==> src/rtl/fetch_stage.sv <==
// fetch_stage: instruction fetch stage plus IF/ID pipeline register.
//
// Owns the PC, requests instruction words from instruction memory, and
// captures returned words into the IF/ID register. Opcode and funct of
// the captured word go straight to the downstream control unit.
//
// Ports:
//   CLK          clock; all state updates on the rising edge
//   RST          synchronous active-high reset
//   imemREN      instruction read request (low only when halted)
//   imemaddr     instruction address (always the current PC)
//   ihit         imemload holds a valid word this cycle
//   imemload     returned instruction word
//   stall        hazard hold: freeze PC and IF/ID
//   redirect     taken branch/jump/jr resolved downstream
//   redirect_pc  target address for redirect (low two bits ignored)
//   halt         HALT decoded from the instruction in IF/ID
//   if_valid     IF/ID holds a real instruction
//   if_instr     IF/ID instruction word
//   if_pc        PC of if_instr
//   if_npc       if_pc + 4
//   opcode       if_instr[31:26]
//   funct        if_instr[5:0]
//   halted       sticky halt indication, cleared only by RST
module fetch_stage #(
    parameter logic [31:0] PC_INIT = 32'h00000000,
    parameter int unsigned ADDR_W  = 32
) (
    input  logic              CLK,
    input  logic              RST,
    output logic              imemREN,
    output logic [ADDR_W-1:0] imemaddr,
    input  logic              ihit,
    input  logic [31:0]       imemload,
    input  logic              stall,
    input  logic              redirect,
    input  logic [ADDR_W-1:0] redirect_pc,
    input  logic              halt,
    output logic              if_valid,
    output logic [31:0]       if_instr,
    output logic [ADDR_W-1:0] if_pc,
    output logic [ADDR_W-1:0] if_npc,
    output logic [5:0]        opcode,
    output logic [5:0]        funct,
    output logic              halted
);

    typedef enum logic [1:0] {
        FETCH  = 2'd0,
        SQUASH = 2'd1,
        HALTED = 2'd2
    } state_t;

    state_t            state;
    state_t            next_state;
    logic [ADDR_W-1:0] pc;
    logic [ADDR_W-1:0] pending_pc;
    logic [ADDR_W-1:0] pc_plus4;
    logic [ADDR_W-1:0] target_pc;

    // Wraps modulo 2^ADDR_W by truncation.
    assign pc_plus4  = pc + ADDR_W'(4);
    assign target_pc = redirect_pc & ~ADDR_W'(3);

    // State register
    always_ff @(posedge CLK) begin
        if (RST) begin
            state <= FETCH;
        end else begin
            state <= next_state;
        end
    end

    // Next-state logic
    always_comb begin
        next_state = state;
        unique case (state)
            FETCH: begin
                if (redirect) begin
                    // A redirect without ihit still has the old request in
                    // flight; wait for it in SQUASH and drop it.
                    if (!ihit) begin
                        next_state = SQUASH;
                    end
                end else if (halt) begin
                    next_state = HALTED;
                end
            end
            SQUASH: begin
                if (ihit) begin
                    next_state = FETCH;
                end
            end
            HALTED: next_state = HALTED;
            default: next_state = FETCH;
        endcase
    end

    // Output logic
    always_comb begin
        imemREN  = (state != HALTED);
        halted   = (state == HALTED);
        imemaddr = pc;
        opcode   = if_instr[31:26];
        funct    = if_instr[5:0];
    end

    // PC and IF/ID datapath
    always_ff @(posedge CLK) begin
        if (RST) begin
            pc         <= PC_INIT[ADDR_W-1:0];
            pending_pc <= '0;
            if_valid   <= 1'b0;
            if_instr   <= '0;
            if_pc      <= '0;
            if_npc     <= '0;
        end else begin
            unique case (state)
                FETCH: begin
                    if (redirect) begin
                        if_valid <= 1'b0;
                        if (ihit) begin
                            pc <= target_pc;
                        end else begin
                            pending_pc <= target_pc;
                        end
                    end else if (halt) begin
                        if_valid <= 1'b0;
                    end else if (stall) begin
                        // Hold everything; the word is re-requested next cycle.
                    end else if (ihit) begin
                        if_instr <= imemload;
                        if_pc    <= pc;
                        if_npc   <= pc_plus4;
                        if_valid <= 1'b1;
                        pc       <= pc_plus4;
                    end else begin
                        if_valid <= 1'b0;
                    end
                end
                SQUASH: begin
                    if_valid <= 1'b0;
                    if (ihit) begin
                        // A redirect arriving with the squashed word's ihit
                        // is newer than pending_pc, so it takes precedence.
                        pc <= redirect ? target_pc : pending_pc;
                    end else if (redirect) begin
                        pending_pc <= target_pc;
                    end
                end
                default: begin
                    if_valid <= 1'b0;
                end
            endcase
        end
    end

endmodule

==> config.mk <==
export PLATFORM = sky130hd
export DESIGN_NAME = fetch_stage
export DESIGN_NICKNAME = d
export VERILOG_FILES = /design/src/rtl/fetch_stage.sv
export SDC_FILE = /design/constraint.sdc
export NUM_CORES = 1
export LEC_CHECK = 0
export CORE_UTILIZATION = 24
export DETAILED_ROUTE_END_ITERATION = 12
export SYNTH_ARGS = -nofsm -noshare
export SYNTH_HDL_FRONTEND = slang
export SYNTH_SLANG_ARGS = --single-unit
==> constraint.sdc <==
create_clock -name CLK -period 5.1 [get_ports CLK]
set_clock_uncertainty 0.1 [all_clocks]
set_input_delay 0.51 -clock CLK [delete_from_list [all_inputs] [get_ports CLK]]
set_output_delay 0.51 -clock CLK [all_outputs]
set_load 0.02 [all_outputs]
==> metrics.txt <==
# TYPE chip_impl_metric gauge
chip_impl_metric{name="cts_repair_resize_count",unit=""} 0
chip_impl_metric{name="remaining_drc_errors",unit=""} 0
chip_impl_metric{name="post-route-period-util",unit="%"} 59.4
chip_impl_metric{name="timing.critical_path.arrival",unit="ns"} 3.28
chip_impl_metric{name="dp.cells",unit=""} 1421
chip_impl_info{name="synth_top_flop_cell",value="sky130_fd_sc_hd__dfxtp_1"} 1
chip_impl_metric{name="setup_violations",unit=""} 0
chip_impl_metric{name="largest_net_degree_at_the_start_of_global_routing",unit=""} 76
chip_impl_metric{name="drt_pre_antenna_iters",unit=""} 5
chip_impl_metric{name="finalSetupTns",unit="ns"} 0
chip_impl_metric{name="route.vias.total",unit=""} 6854
chip_impl_metric{name="max_cap_viol_count",unit=""} 0
chip_impl_metric{name="path_clk_slew",unit="ns"} 0.07
chip_impl_metric{name="cts_hold_buffers",unit=""} 0
chip_impl_metric{name="fill_cells",unit=""} 2995
chip_impl_metric{name="period_needed",unit="ns"} 3.03
chip_impl_metric{name="tightest_slew",unit="ns"} 1.16
chip_impl_info{name="critPathSlowestCell",value="sky130_fd_sc_hd__or3b_2"} 1
chip_impl_metric{name="synthArstFlopShare",unit="%"} 0
chip_impl_info{name="synth.most_common_cell",value="sky130_fd_sc_hd__nand2_1"} 1
chip_impl_info{name="worstSetupStartpoint",value="redirect"} 1
chip_impl_info{name="synthTopCellsByArea",value="sky130_fd_sc_hd__dfxtp_1 45%, sky130_fd_sc_hd__nand2_1 12%, sky130_fd_sc_hd__a21oi_1 8.8%"} 1
chip_impl_metric{name="initial_utilization",unit="%"} 24.5
chip_impl_metric{name="grt_pass1_wl",unit="um"} 36000
chip_impl_metric{name="irDropWorstVdd",unit="mV"} 0.225
chip_impl_info{name="tritoncts",value="built"} 1
chip_impl_metric{name="required",unit="ns"} 5.35
chip_impl_info{name="yosysTopAreaCell",value="sky130_fd_sc_hd__dfxtp_1"} 1
chip_impl_info{name="outcome",value="finished clean"} 1
chip_impl_metric{name="postRouteWirelength",unit="um"} 23400
chip_impl_metric{name="gpl.final_weighted_congestion",unit=""} 0.803
chip_impl_metric{name="htree_levels",unit=""} 4
chip_impl_info{name="setup.worst_path.end_class",value="register"} 1
chip_impl_metric{name="slew-limit-headroom",unit="%"} 22.4
chip_impl_metric{name="synth_edf_count",unit=""} 0
chip_impl_metric{name="cts_setup_buffers",unit=""} 0
chip_impl_metric{name="drt-initial-drc-count",unit=""} 497
chip_impl_info{name="crit-reg2reg-launch",value="imemaddr[11]$_SDFFE_PP0P_"} 1
chip_impl_metric{name="synthesis.area",unit="sq mm"} 0.00710
chip_impl_metric{name="placement.io_buffers",unit=""} 210
chip_impl_metric{name="ys_types",unit=""} 51
chip_impl_info{name="startpoint_type",value="input pin"} 1
chip_impl_metric{name="peak_per_stage_delay_on_the_critical_path",unit="ns"} 0.75
chip_impl_info{name="worst-setup-path-type",value="in2reg"} 1
chip_impl_metric{name="cts.sinks",unit=""} 161
chip_impl_metric{name="final-seq-area",unit="sq mm"} 0.00322
chip_impl_metric{name="syn_inst",unit=""} 913
chip_impl_metric{name="mappedNetlistNets",unit=""} 984
chip_impl_info{name="synthTopCellsByCount",value="218 x sky130_fd_sc_hd__nand2_1, 161 x sky130_fd_sc_hd__dfxtp_1, 125 x sky130_fd_sc_hd__a21oi_1, 61 x sky130_fd_sc_hd__nor2_1, 53 x sky130_fd_sc_hd__clkbuf_1"} 1
chip_impl_metric{name="die-height",unit="um"} 174
chip_impl_info{name="grt_setup_unrepaired",value="false"} 1
chip_impl_metric{name="drive_above_1_share",unit="%"} 4.58
chip_impl_metric{name="sequential_cell_area_fraction_in_the_yosys_report",unit="%"} 45.4
chip_impl_info{name="hold_start",value="pending_pc[5]$_SDFFE_PP0P_"} 1
chip_impl_metric{name="grt_use_total",unit="%"} 15.2
chip_impl_metric{name="routed_via_density",unit=""} 4.71
chip_impl_metric{name="antenna_found_initial",unit=""} 3
chip_impl_metric{name="synth_top_area_share",unit="%"} 45.4
chip_impl_metric{name="maxClockFrequency",unit="MHz"} 330
chip_impl_metric{name="largest_driver_fanout_on_the_critical_path",unit=""} 53
chip_impl_metric{name="finalMaxSlewViolations",unit=""} 0
chip_impl_metric{name="final-hold-violation-count",unit=""} 0
chip_impl_metric{name="design.die.area",unit="sq mm"} 0.0303
chip_impl_metric{name="avgRoutedWirePerCell",unit="um"} 16.1
chip_impl_info{name="worstHoldPathType",value="reg2reg"} 1
chip_impl_info{name="worstPathCellList",value="buf_2 -> or4_4 -> or3b_2 -> buf_4 -> o32a_1 -> a31oi_1"} 1
chip_impl_metric{name="hold_ws",unit="ns"} 0.350
chip_impl_metric{name="die_width",unit="um"} 174
chip_impl_metric{name="final_worst_setup_slack",unit="ns"} 2.07
chip_impl_info{name="global_route.peak_usage_layer",value="met2"} 1
chip_impl_metric{name="clkLatencyLatePin",unit="ns"} 0.43
chip_impl_metric{name="final_design_area_no_fill",unit="sq mm"} 0.00993
chip_impl_metric{name="floorplan.rows",unit=""} 62
chip_impl_metric{name="floorplan.io_pins",unit=""} 213
chip_impl_metric{name="power_leakage",unit="nW"} 3.21
chip_impl_metric{name="post-dp-hpwl",unit="um"} 16200
chip_impl_metric{name="placement.cell_area",unit="sq mm"} 0.00932
chip_impl_metric{name="ys_warn_count",unit=""} 0
chip_impl_metric{name="grt_pass1_vias",unit=""} 6219
chip_impl_metric{name="area_growth",unit="%"} 39.8
chip_impl_metric{name="finish.net_count",unit=""} 1127
chip_impl_metric{name="grt_util_met2",unit="%"} 22.9
chip_impl_metric{name="met1_usage",unit="%"} 21.1
chip_impl_metric{name="floorplan.core_area",unit="sq mm"} 0.0289
chip_impl_info{name="clock_tree.root_cell",value="sky130_fd_sc_hd__clkbuf_16"} 1
chip_impl_metric{name="cts_buffers",unit=""} 17
chip_impl_metric{name="final_cells",unit=""} 1454
chip_impl_metric{name="cts_buffer_depth",unit=""} 2
chip_impl_metric{name="drt.antenna.violating_nets",unit=""} 0
chip_impl_metric{name="final_util",unit="%"} 34.3
chip_impl_metric{name="power.total",unit="mW"} 3.05
chip_impl_metric{name="synth.ff_latch_count",unit=""} 161
chip_impl_metric{name="grt_use_met3",unit="%"} 4.31
chip_impl_metric{name="syn_avg_cell_area",unit="sq um"} 7.78
chip_impl_metric{name="multiInputGateArea",unit="sq mm"} 0.00341
chip_impl_metric{name="overflow",unit=""} 0
chip_impl_metric{name="cellPowerDensity",unit="mW/mm^2"} 307
chip_impl_metric{name="dp_worst_setup_slack",unit="ns"} 1.63
layout by cell type, fill, tap and decap left out, drive strengths merged, types with 2 or more instances in the layout:
cell,instances
a221oi,5
xor2,16
nor4,7
buf,11
nand4,20
clkbuf,19
and3,10
clkdlybuf4s50,208
inv,9
a31oi,9
a22oi,2
or4,2
nor3,29
o311ai,4
a211oi,36
nand3,16
o21ai,26
clkinvlp,4
dfxtp,161
or3,3
nor3b,4
a221o,4
a311oi,4
nand2b,3
a21oi,125
mux2i,2
xnor2,10
o211ai,4
nor2,61
bufinv,3
a211o,2
o211a,2
a21o,5
clkinv,5
and4,6
nand2,218
nand3b,3
and2,2
kinds of logic (layout without fill, tap and decap cells):
logic type	Yosys count	count (layout)	share of synthesized area (%)
buffers and inverters	103	259	6.98
other	0	1	0
adder cells (fa/ha/maj)	1	1	0.176
AO/OA/AOI/OAI	234	234	19.9
multiplexers	2	2	0.282
flip-flops	161	161	45.4
XOR/XNOR	26	26	3.21
AND/OR/NAND/NOR	386	386	24.1
worst max-delay path, delay by kind of cell:
| family | cells | cell delay, ns |
|---|---|---|
| and+or+nand+nor | 2 | 1.41 |
| buffers and inverters | 2 | 0.80 |
| AOI/OAI and AO/OA | 2 | 0.51 |
worst paths after layout:
| check | depth (start not counted) | endpoint | slack, ns |
|---|---|---|---|
| worst min-delay path | 2 | pending_pc[5]$_SDFFE_PP0P_ | 0.35 |
| worst min register to register | 2 | pending_pc[5]$_SDFFE_PP0P_ | 0.35 |
| worst max-delay path | 6 | imemaddr[16]$_SDFFE_PP0P_ | 2.07 |
| worst max register to register | 5 | imemaddr[22]$_SDFFE_PP0P_ | 2.15 |
sequential cells by signal, summed over array words and instances, names as in the netlist:
name	cells
if_npc	30
if_pc	32
state	2
if_valid	1
pending_pc	32
imemaddr	32
if_instr	32
routing by layer:
layer,routed length (um),vias up
li1,-,3449
met5,11,-
met3,1680,24
met2,10300,244
met1,11100,3135
met4,283,2
final cells by class:
type / instances / share of cell area, %
Clock buffer: 19 / 4.46
Clock inverter: 13 / 1.63
Timing Repair Buffer: 219 / 21.9
Multi-Input combinational cell: 649 / 34.4
Sequential cell: 161 / 32.5
Inverter: 8 / 0.303
Antenna cell: 1 / 0.0252
Tap cell: 384 / 4.84
report_power, final:
group / total [mW] / switching, mW / internal, mW
Clock: 1.33 / 0.549 / 0.784
Sequential: 1.36 / 0.0572 / 1.30
Combinational: 0.362 / 0.200 / 0.162
(Power assumes the default switching activity.)
